File: src/rtl/mem_write_checker.sv
// Self-check monitor on the data-memory write bus: scores qualified stores against a
// loadable table of expected (addr, data) pairs. Optional per-byte masking: MWC_BYTE_MASK_EN.

module mwc_entry #(
    parameter int ADDR_W = 32,
    parameter int DATA_W = 32,
    parameter int IDX_W  = 2,
    parameter int IDX    = 0
) (
    input  logic              sysclk,
    input  logic              reset,
    input  logic              wr_en_i,
    input  logic [IDX_W-1:0]  cfg_idx_i,
    input  logic [ADDR_W-1:0] cfg_addr_i,
    input  logic [DATA_W-1:0] cfg_data_i,
    input  logic              cfg_vld_i,
`ifdef MWC_BYTE_MASK_EN
    input  logic [DATA_W/8-1:0] cfg_mask_i,
`endif
    input  logic [ADDR_W-1:0] mem_addr_i,
    input  logic [DATA_W-1:0] mem_wdata_i,
    output logic              vld_o,
    output logic              hit_o,
    output logic              eq_o
);
    logic [ADDR_W-1:0] addr_q;
    logic [DATA_W-1:0] data_q;
    logic              vld_q;
    logic              wr;

    assign wr = wr_en_i && (cfg_idx_i == IDX_W'(IDX));

    always_ff @(posedge sysclk or posedge reset) begin
        if (reset) begin
            addr_q <= '0;
            data_q <= '0;
            vld_q  <= 1'b0;
        end else if (wr) begin
            addr_q <= cfg_addr_i;
            data_q <= cfg_data_i;
            vld_q  <= cfg_vld_i;
        end
    end

`ifdef MWC_BYTE_MASK_EN
    localparam int NB = DATA_W / 8;
    logic [NB-1:0] mask_q;
    logic [NB-1:0] byte_ok;

    always_ff @(posedge sysclk or posedge reset) begin
        if (reset)   mask_q <= '0;
        else if (wr) mask_q <= cfg_mask_i;
    end

    // A cleared mask bit makes that byte a don't-care.
    for (genvar b = 0; b < NB; b++) begin : g_byte
        assign byte_ok[b] = ~mask_q[b] | (data_q[8*b +: 8] == mem_wdata_i[8*b +: 8]);
    end
    assign eq_o = &byte_ok;
`else
    assign eq_o = (data_q == mem_wdata_i);
`endif

    assign vld_o = vld_q;
    assign hit_o = vld_q && (addr_q == mem_addr_i);
endmodule


File: config.mk
export PLATFORM = sky130hd
export DESIGN_NAME = mwc_entry
export DESIGN_NICKNAME = d
export VERILOG_FILES = /design/src/rtl/mem_write_checker.sv
export SDC_FILE = /design/constraint.sdc
export NUM_CORES = 1
export LEC_CHECK = 0
export ABC_AREA = 1
export CAP_MARGIN = 20
export CORE_ASPECT_RATIO = 0.9
export CORE_UTILIZATION = 40
export DETAILED_ROUTE_END_ITERATION = 12
export MAX_ROUTING_LAYER = met4
export PLACE_DENSITY_LB_ADDON = 0.25
export SKIP_CTS_REPAIR_TIMING = 1
export SLEW_MARGIN = 40
export SYNTH_ARGS = -nofsm -noshare
export SYNTH_HDL_FRONTEND = slang
export SYNTH_SLANG_ARGS = --single-unit
File: constraint.sdc
create_clock -name sysclk -period 1.83 [get_ports sysclk]
set_input_delay 0.366 -clock sysclk [delete_from_list [all_inputs] [get_ports sysclk]]
set_output_delay 0.366 -clock sysclk [all_outputs]
set_load 0.03 [all_outputs]
==> results.toml <==
[run_status]
outcome = "complete, but fails checks"
failed_checks = "negative setup slack"

[pwr]
power_uw = 4210
power.density_nw_per_um2 = 781
power_leakage_uw = 0.00276
vdd_ir_drop_max_mv = 0.379

[worst_setup_path]
cp_slowest_stage_delay_ns = 0.49
r2r-end = "addr_q[25]$_DFFE_PP0P_"
cp_cell_sequence = "clkdlybuf4s50_1, nor2_1, nor3_2, nand2_1, nor2_1, nand2_1, nor2_2, buf_6"
cp_max_fo = 2
crit_slowest_cell = "clkdlybuf4s50_1"
r2r-start = "addr_q[25]$_DFFE_PP0P_"
r2r_cells = 1
worstSetupPathType = "in2out"
r2r_slack_ns = 1.03
start_kind = "input pin"
cp-end-kind = "output pin"
cp.arrival_ns = 1.63
required_ns = 1.46

[routing]
vias_per_cell = 4.43
wire_per_inst_um = 12.7
wl_mm = 8.21
first_iter_violations = 41
vias = 2868
dr.pass1.iters = 4
drc = 0
final_antenna_net_count = 0

[floorplan]
io_pins = 137
core_area_um2 = 8610
initial_core_util_pct = 41.4
fp.dieH_um = 91.6
dieArea_um2 = 9300
die_w_um = 102
rows = 32

[layout]
nFillCells = 725
antenna_cells = 0
area_delta_synth_final_pct = 51.0
drive_above_1_share_pct = 15.1
final_nets = 658
final_cell_count_no_fill = 648

[cts]
clockBufferDepth = 2
clk_pin_slew_worst_paths_ns = 0.07
cts_sinks = 65
cts_root_buffer = "clkbuf_8"
cts_tree = "yes"
cts_max_level = 3
worstSkewPairLatency_ns = 0.34
cts_inserted_buffers = 9

[yosys]
yosysWarnings = 0
synth_cells = 378
seq_area_frac_synth_pct = 45.6
avgSynthCellArea_um2 = 9.44
synth_cell_types = 16
netlist_area_um2 = 3570
synth-seq-cells = 65
syn-num-nets = 512

[timing]
setup_slack_ns = -0.163
fin_worst_skew_ns = 0
hold_viol = 0
timing.final.crit_period_ns = 1.99
setup_violations = 2
slew_violations = 0
slew_headroom_pct = 79.8
worstMarginPinSlew_ns = 0.301
rsz0062_at_grt = "yes"
clock.fmax_mhz = 502
fin_crit_sh_pct = 109

[place]
placedCellCount = 630
portBuffers = 136
gp_congestion = 0.845
dpl.hpwl_mm = 6.37

[global_route]
grt_first_pass_wirelength_mm = 13.1
grt-ovfl-total = 0
grt_pass1_vias = 2894
antenna_found_initial = 0
grtUsageTotal_pct = 19.3
grt_max_degree = 40

[worst_hold_path]
min_path_type = "in2async"

[run]
maxCapViolCount = 0
==> cell type report <==
cell class	count	area [um^2]	area share (%)
Clock inverter	3	40.0	0.743
Sequential cell	65	1630	30.2
Timing Repair Buffer	144	1530	28.5
Multi-Input combinational cell	257	1710	31.7
Tap cell	119	149	2.76
Inverter	47	180	3.35
Clock buffer	13	149	2.76
==> metal layers <==
layer / wire length, um / GRT usage, %
met5: 0 / -
met4: 118 / 7.49
met3: 598 / 4.31
met2: 3850 / 30.2
met1: 3650 / 24.1
==> worst max-delay path, delay by kind of cell <==
kind	cells	cell delay, ns
buffers and inverters	2	0.64
AND/OR/NAND/NOR	6	0.62
==> state kept, by name, summed over array words and instances (netlist names) <==
register,flops
vld_o,1
data_q,32
addr_q,32
==> worst max path at each step <==
| stage | to | startpoint |
|---|---|---|
| 2_1_floorplan | hit_o | vld_o$_DFFE_PP0P_ |
| 3_3_place_gp | hit_o | mem_addr_i[18] |
| 3_5_place_dp | eq_o | mem_wdata_i[6] |
| 4_1_cts | eq_o | mem_wdata_i[6] |
| 5_1_grt | eq_o | data_q[6]$_DFFE_PP0P_ |
| 6_report | eq_o | mem_wdata_i[7] |
==> placed cells by master, fill, tap and decap left out, types with 4 or more instances in the layout <==
cell and instances:
a21oi_1 23, buf_12 6, clkbuf_8 10, clkdlybuf4s50_1 119
dfrtp_1 65, dlymetal6s2s_1 15, inv_1 43, mux2_4 42
nand2_1 76, nor2_1 57, nor2_2 6, o21ai_1 4
xnor2_1 5, xor2_1 32
==> logic make-up (layout without fill, tap and decap cells) <==
group                     count (synthesis)  after routing  synth area share (%)
AOI/OAI and AO/OA                        31             31                  4.42
xor gates and xnor gates                 37             37                  9.08
buffers and inverters                    56            207                  7.44
DFF                                      65             65                  45.6
muxes                                    42             42                  17.7
and+or+nand+nor                         147            147                  15.8
==> metrics by stage <==
stage | setup TNS (ns) | instance area [um^2] | util (%) | hold WS, ns | worst slack (ns)
after floorplan | 0 | 3570 | - | 0.489 | 0.111
after global placement | -0.464 | 5110 | 59.4 | 0.511 | -0.235
after detailed placement | -0.490 | 5110 | 59.4 | 0.516 | -0.258
after CTS | -0.500 | 5300 | 61.6 | 0.447 | -0.264
after global routing | -0.486 | 5390 | 62.6 | 0.466 | -0.247
final | -0.306 | 5390 | 62.6 | 0.463 | -0.163
==> report_power, final <==
part	switching (uW)	internal [uW]
combinational	421	723
sequential	172	1700
clock	530	664
==> cells in the mapped netlist, drive strengths merged <==
master	instances	area, um^2
nand2	79	299
dfrtp	65	1630
nor2	63	239
inv	47	176
mux2	42	631
xor2	32	280
a21oi	23	115
buf	9	88.8
o21ai	7	35.0
xnor2	5	43.8
nor3	3	15.0
nand3	2	10.0
o211ai	1	7.51
No activity file was read; power rests on OpenSTA's default activity.
